[config.mk]
export PLATFORM = sky130hd
export DESIGN_NAME = decoder_pipe
export DESIGN_NICKNAME = d
export VERILOG_FILES = /design/src/rtl/decoder_pkg.sv /design/src/rtl/decoder_pipe_skid_buf.sv /design/src/rtl/decoder_pipe.sv
export SDC_FILE = /design/constraint.sdc
export NUM_CORES = 1
export LEC_CHECK = 0
export CAP_MARGIN = 20
export CORE_MARGIN = 2
export CORE_UTILIZATION = 55
export DETAILED_ROUTE_END_ITERATION = 12
export DONT_BUFFER_PORTS = 1
export PLACE_DENSITY = 0.8
export RECOVER_POWER = 25
export SYNTH_ARGS = -nofsm -noshare
export SYNTH_HDL_FRONTEND = slang
export SYNTH_SLANG_ARGS = --single-unit
[constraint.sdc]
create_clock -name clk -period 2.3 [get_ports clk]
set_input_delay 0.345 -clock clk [delete_from_list [all_inputs] [get_ports clk]]
set_output_delay 0.345 -clock clk [all_outputs]
set_load 0.005 [all_outputs]
[src/rtl/decoder_pkg.sv]
// Shared types and decode helpers for the registered index decoder.
package decoder_pkg;

   typedef enum logic [1:0] {EMPTY, ONE, FULL} skid_state_t;

   localparam logic MODE_ONEHOT = 1'b0;
   localparam logic MODE_THERM  = 1'b1;

   // One output bit of the decode; out-of-range indices force every bit low.
   function automatic logic decode_bit(input logic [31:0] addr, input logic mode,
                                       input logic en, input int unsigned idx,
                                       input int unsigned width);
      logic hit;
      if (mode == MODE_THERM) hit = (idx <= addr);
      else                    hit = (idx == addr);
      return en && hit && (addr < width);
   endfunction

   function automatic logic decode_err(input logic [31:0] addr, input int unsigned width);
      return addr >= width;
   endfunction

endpackage

[src/rtl/decoder_pipe_skid_buf.sv]
// Two-entry skid buffer: head register drives the output, spare absorbs one beat of backpressure.
module skid_buf
   import decoder_pkg::*;
#(
   parameter int W = 9
) (
   input  logic        clk,
   input  logic        rst_n,
   input  logic        in_valid,
   output logic        in_ready,
   input  logic [W-1:0] in_data,
   output logic        out_valid,
   input  logic        out_ready,
   output logic [W-1:0] out_data,
   output skid_state_t state
);

   logic [W-1:0] spare;
   logic         push;
   logic         pop;

   // valid/ready: a beat moves on a channel at a rising edge where valid && ready;
   // ready here depends only on the registered state, never on in_valid.
   assign in_ready  = (state != FULL);
   assign out_valid = (state != EMPTY);
   assign push      = in_valid && in_ready;
   assign pop       = out_valid && out_ready;

   always_ff @(posedge clk or negedge rst_n) begin
      if (!rst_n) begin
         state    <= EMPTY;
         out_data <= '0;
         spare    <= '0;
      end else begin
         case (state)
            EMPTY: if (push) begin
               out_data <= in_data;
               state    <= ONE;
            end
            ONE: if (push && pop) begin
               out_data <= in_data;
            end else if (push) begin
               spare <= in_data;
               state <= FULL;
            end else if (pop) begin
               state <= EMPTY;
            end
            FULL: if (pop) begin
               out_data <= spare;
               state    <= ONE;
            end
            default: state <= EMPTY;
         endcase
      end
   end

endmodule

[src/rtl/decoder_pipe.sv]
// Registered one-hot / thermometer index decoder with valid/ready on both sides.
module decoder_pipe
   import decoder_pkg::*;
#(
   parameter int ADDR_W = 3,
   parameter int OUT_W  = 8,
   parameter int REG_IN = 0
) (
   input  logic              clk,
   input  logic              rst_n,
   input  logic              en,
   input  logic              in_valid,
   output logic              in_ready,
   input  logic [ADDR_W-1:0] in_addr,
   input  logic              in_mode,
   output logic              out_valid,
   input  logic              out_ready,
   output logic [OUT_W-1:0]  out_y,
   output logic              out_err,
   output logic              busy
);

   localparam int DW = OUT_W + 1;

   logic             started;
   logic [OUT_W-1:0] dec_y;
   logic             dec_err;
   logic             s1_valid;
   logic             sk_valid;
   logic             sk_ready;
   logic [DW-1:0]    sk_in;
   logic [DW-1:0]    sk_out;
   skid_state_t      sk_state;

   // Holds in_ready low until the first edge after reset release.
   always_ff @(posedge clk or negedge rst_n) begin
      if (!rst_n) started <= 1'b0;
      else        started <= 1'b1;
   end

   for (genvar i = 0; i < OUT_W; i++) begin : g_dec
      assign dec_y[i] = decode_bit(32'(in_addr), in_mode, en, i, OUT_W);
   end
   assign dec_err = decode_err(32'(in_addr), OUT_W);

   if (REG_IN != 0) begin : g_reg_in
      logic          accept;
      logic [DW-1:0] s1_data;

      assign accept   = in_valid && in_ready;
      assign in_ready = started && (!s1_valid || sk_ready);

      always_ff @(posedge clk or negedge rst_n) begin
         if (!rst_n) begin
            s1_valid <= 1'b0;
            s1_data  <= '0;
         end else if (accept) begin
            s1_valid <= 1'b1;
            s1_data  <= {dec_err, dec_y};
         end else if (sk_ready) begin
            s1_valid <= 1'b0;
         end
      end

      assign sk_valid = s1_valid;
      assign sk_in    = s1_data;
   end else begin : g_no_reg
      assign in_ready = started && sk_ready;
      assign s1_valid = 1'b0;
      assign sk_valid = in_valid && started;
      assign sk_in    = {dec_err, dec_y};
   end

   skid_buf #(.W(DW)) u_skid (
      .clk       (clk),
      .rst_n     (rst_n),
      .in_valid  (sk_valid),
      .in_ready  (sk_ready),
      .in_data   (sk_in),
      .out_valid (out_valid),
      .out_ready (out_ready),
      .out_data  (sk_out),
      .state     (sk_state)
   );

   assign out_y   = sk_out[OUT_W-1:0];
   assign out_err = sk_out[OUT_W];
   assign busy    = (sk_state != EMPTY) || s1_valid;

endmodule

==> results by stage, run 1 <==
Status:
- The run finished with clean final reports.

Worst hold path:
- The tightest min-delay check is of the in -> reg type.
- The startpoint identified for the worst hold timing path is out_ready.

Worst setup path:
- STA puts the critical path data required time at 2.49 ns.
- The worst reg2reg path startpoint is u_skid.state[1].
- Tracing the worst setup path back leads to its startpoint at u_skid.state[1].
- STA classifies the critical path startpoint as a flop.
- Of all nets on the critical path, the largest fanout is 16.
- The critical path is of the reg -> reg type.
- The element type at the critical path end is a flop.
- The arrival time at the worst endpoint is 1.95 ns.

Synth:
- The dominant cell by count in the synthesized netlist is dfrtp_1.
- Averaged over all synthesized cells, the footprint is 11.0 um^2.
- For this run, asynchronously set or reset flops after synthesis account for 100%.
- Synthesis inferred 19 register bits.
- The number of enable flip-flop cells after synthesis is 0.
- The count of different cell masters after synthesis is 42.
- In the post-synthesis netlist, the biggest area contributors are dfrtp_1 44%, mux2_4 7.0%, mux2i_1 3.7%.
- The top cell type's share of synthesized area is 44.0%.
- The sequential cell area fraction in the yosys report is 44.0%.
- The combined area of all synthesized cells is 0.00108 mm^2.
- After technology mapping, the gate count stands at 98.
- The post-synthesis net count is 107.
- The largest total area in the synthesized netlist belongs to dfrtp_1.
- During synthesis, Yosys emitted a total of 0 warnings.
- In the synthesized netlist the dominant register cell turns out to be dfrtp_1.
- By count the netlist is led by 19 x dfrtp_1, 6 x o21ai_1, 5 x mux2_4, 5 x o31ai_1.

Layout:
- The finished cells cover 0.00111 mm^2.
- The count of antenna diodes in the layout is 0.
- The number of nets in the final layout is 106.
- The post-route netlist has 16.7% of its cells at a drive strength greater than 1.
- Measured on the finished design, the core utilization comes to 58.5%.
- From synthesis to final layout, the design area changed by 3.01%.

Clock network:
- For this design, the sink count on the clock tree is 19.
- Counting the buffers created by CTS gives 3.
- The cell at the root of the clock tree is clkbuf_4.
- The clock transition at the register clock pins on the worst setup and hold paths after CTS is 0.11 ns.
- The maximum level of the CTS H-tree is 1.
- TritonCTS built the clock tree.
- The insertion delay to the later sink of the worst-skew pair is 0.29 ns.
- The buffers inserted during post-CTS setup optimization is 0.
- The deepest clock path buffer count is 2.

Timing:
- The highest attainable clock frequency is 0.566 GHz.
- The number of hold violations in the final report was 0.
- The worst path uses 76.8% of the clock period.
- Setup repair after global routing left no endpoint under its margin.
- In this run the tightest slew margin relative to its limit is 44.8%.
- The slew at the pin closest to its max-slew limit is 0.825 ns.
- The number of pins exceeding their max-slew limit in the final report was 0.
- Setup violations remaining at the end of the flow were counted as 0.
- After layout, the minimum clock period comes to 1.77 ns.
- Clock skew on the completed layout was measured at 0.00180 ns.
- The final hold slack is 0.152 ns.
- In the final timing run, aggregate negative setup slack is 0 ns.

Placement:
- Routability-driven placement finished with a final weighted congestion of 0.861.
- In this run the tool buffered the top-level ports with 0 buffer cells.
- The placed standard-cell area is 0.00107 mm^2.
- Detailed placement ended at an HPWL of 1.52 mm.

Detailed routing:
- Using the TritonRoute via totals, the vias-per-cell ratio works out to 6.24.
- Detailed routing inserted a total of 767 vias.
- In this run the remaining antenna-violating nets after routing total 0.
- For this block, wires on met1 add up to 926 um.
- The met2 wire length is 1.01 mm.
- The number of optimization iterations in the first detailed-route pass is 4.
- The highest layer touched by signal routing is met4.
- The post-detailed-route DRC marker count is 0.
- The total wirelength of the detailed-routed design is 2.03 mm.
- Wire segments on met3 add up to 56 um in the final route.
- In this run, the number of DRC markers left after iteration 0 of detailed routing was 15.
- The routed length per placed instance is 16.5 um.

Pwr:
- The power density over cell area is 693 mW/mm^2.
- The overall power of the completed layout is 0.771 mW.
- In this run the static leakage power is 0.494 nW.
- The worst-case IR drop observed on VDD is 0.407 mV.

Global routing:
- The number of global-route vias before repair is 745.
- The initial antenna violation count is 0.
- Entering global routing, the biggest net connects 20 pins.
- Global routing used 18.6% of the available tracks.
- The first global-routing pass estimated 3.42 mm of wire.
- The final global-route overflow total is 0.

Floorplan:
- The initial core utilization is 56.8%.
- The area of the core region is 0.00190 mm^2.
- In this run the vertical extent of the chip is 48.3 um.
- The number of placement rows is 16.
- During I/O placement, the number of pins put on the boundary was 21.
- The die area is 0.00233 mm^2.
- The floorplan step set the die width to 48.3 um.

Run:
- The number of max-capacitance violations reported is 0.
## final timing paths
kind | to | slack [ns] | cells past startpoint
setup / recovery | u_skid.out_data[4] | 0.53 | 3
hold / removal | u_skid.state[1] | 0.15 | 1
setup reg to reg | u_skid.out_data[4] | 0.53 | 3
hold reg to reg | u_skid.spare[3] | 0.51 | 1
max in group asynchronous | u_skid.spare[3] | 1.21 | 1
min in group asynchronous | u_skid.spare[6] | 0.58 | 1
## where the power goes
| group | switching (mW) | internal, mW | leakage, nW |
|---|---|---|---|
| sequential | 0.0501 | 0.394 | 0.247 |
| clock | 0.103 | 0.0646 | 0.0177 |
| combinational | 0.0753 | 0.0838 | 0.229 |
| total | 0.228 | 0.542 | 0.494 |
## placed cells by master, fill, tap and decap left out, types with 3 or more instances in the layout
| cell type | netlist | layout |
|---|---|---|
| dfrtp_1 | 19 | 19 |
| o21ai_1 | 6 | 6 |
| mux2_4 | 5 | 5 |
| o31ai_1 | 5 | 5 |
| nor2_1 | 4 | 4 |
| mux2i_1 | 4 | 4 |
| nand2_1 | 4 | 4 |
| nand3b_1 | 4 | 4 |
| o22ai_1 | 3 | 3 |
| clkbuf_4 | 0 | 3 |
## layout make-up
class,count,area [um^2]
Clock buffer,3,22.5
Clock inverter,1,5.00
Fill cell,163,790
Inverter,1,3.75
Multi-Input combinational cell,71,562
Sequential cell,19,475
Tap cell,27,33.8
Timing Repair Buffer,1,10.0
## critical path, cell delays in order (launching register included)
cell and delay (ns):
dfrtp_1 0.50, nand3b_2 0.47, o21ai_4 0.36, mux2_4 0.33
## flip-flops by register name, summed over array words and instances (netlist names)
signal           count
u_skid.state         2
u_skid.spare         8
u_skid.out_data      8
started              1
## what timing repair did
action | CTS | global route
hold endpoints to repair | 19 | 0
hold buffers | 1 | 0
resized for setup | 0 | 0
## layer usage
metal / track usage [%] / vias up
met5: 0 / -
met4: 7.62 / 0
met3: 3.70 / 4
met2: 30.3 / 12
met1: 24.5 / 383
li1: - / 368
## metrics by stage
stage,setup slack [ns],instances
global route,0.451,123
floorplan,0.980,98
global placement,0.619,118
detailed placement,0.561,118
finish,0.533,123
CTS,0.547,123
## kinds of logic after synthesis
kind of cell    synth area share, %
compound gates                 22.6
simple gates                   16.0
flops                          44.0
mux                            12.7
buf+inv                        3.94
other cells                   0.696
(Power assumes the default switching activity.)
==> run 2, diff against run 1 <==
--- a/config.mk
+++ b/config.mk
@@ -10,7 +10,7 @@
 export CORE_UTILIZATION = 55
 export DETAILED_ROUTE_END_ITERATION = 12
 export DONT_BUFFER_PORTS = 1
-export PLACE_DENSITY = 0.8
+export PLACE_DENSITY = 0.83
 export RECOVER_POWER = 25
 export SYNTH_ARGS = -nofsm -noshare
 export SYNTH_HDL_FRONTEND = slang
==> constraint.sdc (replaced) <==
create_clock -name clk -period 1.6 [get_ports clk]
set_input_delay 0.24 -clock clk [delete_from_list [all_inputs] [get_ports clk]]
set_output_delay 0.24 -clock clk [all_outputs]
set_load 0.005 [all_outputs]
==> run 2 against run 1 <==
  * Global-route usage increased by 1.3 points
  * Cell area increased by 1.8%
  * Total power increased by 45%
  * Via count increased by 2.5%
  * Largest power group unchanged
  * Clock skew decreased by 0.0010 ns
  * Sequential power increased by 42%
  * Non-clock buffer count increased by 3
  * Wire length increased by 3.2%
  * Hold slack got worse by 0.099 ns
==> results by stage, run 2 (synthesis results as in run 1) <==
Status:
- The flow ran to the end, and the final reports show no timing, DRC or antenna violations.

Layout:
- The largest registers in the layout are u_skid.out_data: 8 flops, u_skid.spare: 8 flops, u_skid.state: 2 flops.
- The number of nets in the final layout came to 109 (+2.8%).
- The sequential cell area in the final layout came to 475 um^2 (unchanged).
- The area used by multi-input combinational logic came to 559 um^2 (-0.45%).
- The count of antenna diodes in the layout was 0 (unchanged).
- The layout cell share with drive strength beyond 1 was 18.2% (+1.5 points).
- The number of fill cells in the layout is 167 (+2.5%).
- From synthesis to final layout, the design area changed by 4.87%.
- The library cells used most frequently in the layout, excluding fill and tap cells, are 19 x dfrtp_1, 6 x o21ai_1, 5 x mux2_4, 5 x o31ai_1.
- The most common library cell in the layout ignoring fill and taps is dfrtp_1.

Worst setup path:
- The required arrival time at the worst endpoint came to 1.36 ns (-1.13 ns).
- The worst setup path is captured at a primary output.
- Traced cell by cell, the critical path runs through nand2b_1, and2_1.
- The worst reg-to-reg setup slack is 0.15 ns (-0.38 ns).
- The peak fanout along the critical path was 10 (-6).
- The slowest cell on the critical path is dfrtp_1.
- In this run the critical register-to-register path is launched from u_skid.state[0].
- The arrival time at the worst endpoint is 1.24 ns (-0.71 ns).
- The sum of buffers and inverters on the critical path is 0 (unchanged).
- The worst reg2reg path depth is 3 (unchanged).
- In this run the critical register-to-register path is captured at u_skid.spare[7].
- The worst setup path is launched from a flop.
- The delay of the slowest cell on the worst path is 0.47 ns (-0.03 ns).
- The start-to-end type of the worst setup path is reg -> out.
- In this design, the largest share of critical-path delay is due to flip-flops.

Floorplan:
- The number of placement rows is 16 (unchanged).
- The area of the core region was 0.00190 mm^2 (unchanged).
- The number of top-level design ports is 21 (unchanged).
- The y dimension of the die is 48.3 um (unchanged).
- The die area came to 0.00233 mm^2 (unchanged).
- The initial core utilization is 56.8% (unchanged).
- The die outline width is 48.3 um (unchanged).

Global routing:
- The global-route wire length before repair is 3.55 mm (+4.0%).
- The initial antenna violation count is 0 (unchanged).
- The maximum number of pins on one net before global-route repair was 20 (unchanged).
- The final global-route overflow total is 0 (unchanged).
- The number of global-route vias before repair is 739 (-0.81%).
- The fraction of met2 tracks used by global routing is 31.3% (+0.93 points).
- The met3 demand-to-capacity share in global routing is 4.63% (+0.93 points).
- The global routing stage identified its most utilized layer as met2.
- The overall routing resource usage is 19.9% (+1.3 points).
- The global-route track usage on met1 is 25.9% (+1.4 points).

Placement:
- The total of buffers placed on input and output ports was 0 (unchanged).
- The placed wire-length estimate after detailed placement is 1.57 mm (+3.1%).
- The routability congestion estimate is 0.881 (+2.3%).

Detailed routing:
- The routed via count came to 786 (+2.5%).
- The average vias per placed instance was 6.24 (about the same).
- The number of optimization iterations in the first detailed-route pass is 4 (unchanged).
- The detailed router's first-iteration violation count is 15 (unchanged).
- The number of routed nets with antenna violations is 0 (unchanged).
- The routed length per placed instance is 16.6 um (+0.74%).
- The total wirelength of the detailed-routed design came to 2.10 mm (+3.2%).
- The post-detailed-route DRC marker count is 0 (unchanged).

Pwr:
- The net switching fraction of the power was 29.4% (-0.23 points).
- The overall power of the completed layout was 1.11 mW (+45%).
- The part of the power in the clock network came to 21.5% (-0.2 points).
- The internal power contribution came to 0.787 mW (+45%).
- The power density over cell area is 984 mW/mm^2 (+42%).
- The proportion of power drawn by combinational gates is 22.0% (+1.4 points).
- The cell leakage power is 0.508 nW (+2.8%).
- The proportion of power drawn by flip-flops and latches is 56.5% (-1.1 points).
- The maximum vdd ir drop came to 0.629 mV (+55%).
- The switching power is 0.327 mW (+43%).

Timing:
- The final setup violation count came to 0 (unchanged).
- The slew at the pin closest to its max-slew limit is 0.816 ns (-0.00848 ns).
- The highest attainable clock frequency is 0.675 GHz.
- The setup TNS was 0 ns (unchanged).
- The worst path needs 1.48 ns of the cycle, external delays included.
- The final hold slack is 0.0529 ns (-0.0995 ns).
- The clock skew after layout is 0.000802 ns (-0.000995 ns).
- The number of hold violations in the final report is 0 (unchanged).
- The part of the cycle the worst path needs is 92.6%.
- Setup repair after global routing left no endpoint under its margin.
- The normalized max-slew margin is 45.4% (+0.57 points).
- The number of pins exceeding their max-slew limit in the final report is 0 (unchanged).

Worst hold path:
- The startpoint identified for the worst hold timing path is out_ready.
- The cell depth of the worst hold path came to 1 (unchanged).
- The sink of the worst hold path is u_skid.state[1].
- The type of the tightest min-delay check is in -> reg.

Clock network:
- The deepest clock path buffer count is 2 (unchanged).
- The insertion delay to the later sink of the worst-skew pair came to 0.29 ns (about the same).
- The number of buffers added by the clock tree synthesis step is 3 (unchanged).
- The CTS tree is yes.
- The clock transition at the register clock pins on the worst setup and hold paths after CTS is 0.11 ns (about the same).
- The maximum level of the CTS H-tree is 1 (unchanged).
- The total number of clock tree sinks was 19 (unchanged).
- The cell at the root of the clock tree is clkbuf_4.

Run:
- The number of max-capacitance violations reported is 0 (unchanged).
## run 2: cell types whose count changed in the layout (fill, tap and decap cells not counted)
cell / before / now
buf_4: 0 / 3
nand2b_1: 1 / 2
nand2b_2: 1 / 0
## run 2: power by group through the flow
stage	clock, mW	combinational, mW	sequential, mW
2_1_floorplan	0	0.212	0.622
3_3_place_gp	0	0.226	0.639
3_5_place_dp	0	0.234	0.640
4_1_cts	0.247	0.246	0.630
5_1_grt	0.271	0.269	0.639
6_report	0.240	0.245	0.630
## run 2: layout make-up
cell class / count / share of cell area (%)
Inverter: 1 / 0.331
Tap cell: 27 / 2.98
Clock buffer: 3 / 1.99
Clock inverter: 1 / 0.442
Multi-Input combinational cell: 71 / 49.4
Sequential cell: 19 / 42.0
Timing Repair Buffer: 4 / 2.87
## run 2: layer usage
layer  share of wire [%]  vias up
met3                 4.6        5
met1                  43      386
met5                   0        -
met4                 2.0        0
li1                    -      369
met2                  50       26
## run 2: worst max-delay path by stage
stage | start | end | slack, ns | depth (start not counted)
floorplan | u_skid.state[1] | u_skid.out_data[4] | 0.28 | 3
global placement | u_skid.state[0] | u_skid.out_data[7] | 0.21 | 3
detailed placement | u_skid.state[0] | u_skid.out_data[6] | 0.19 | 3
CTS | u_skid.state[0] | in_ready | 0.11 | 2
global route | u_skid.state[0] | u_skid.spare[3] | 0.04 | 3
finish | u_skid.state[0] | in_ready | 0.12 | 2
## run 2: metrics by stage
step	instance area, um^2	setup slack (ns)	cells	util (%)
CTS	1130	0.107	126	59.7
finish	1130	0.118	126	59.5
detailed placement	1100	0.187	121	57.7
floorplan	1080	0.280	98	-
global route	1130	0.0382	126	59.5
global placement	1100	0.211	121	57.7
## run 2: timing repair
action | CTS | global route
resized for setup | 0 | 0
setup buffers | 0 | 0
hold buffers | 1 | 0
endpoints found under the hold margin | 19 | 0
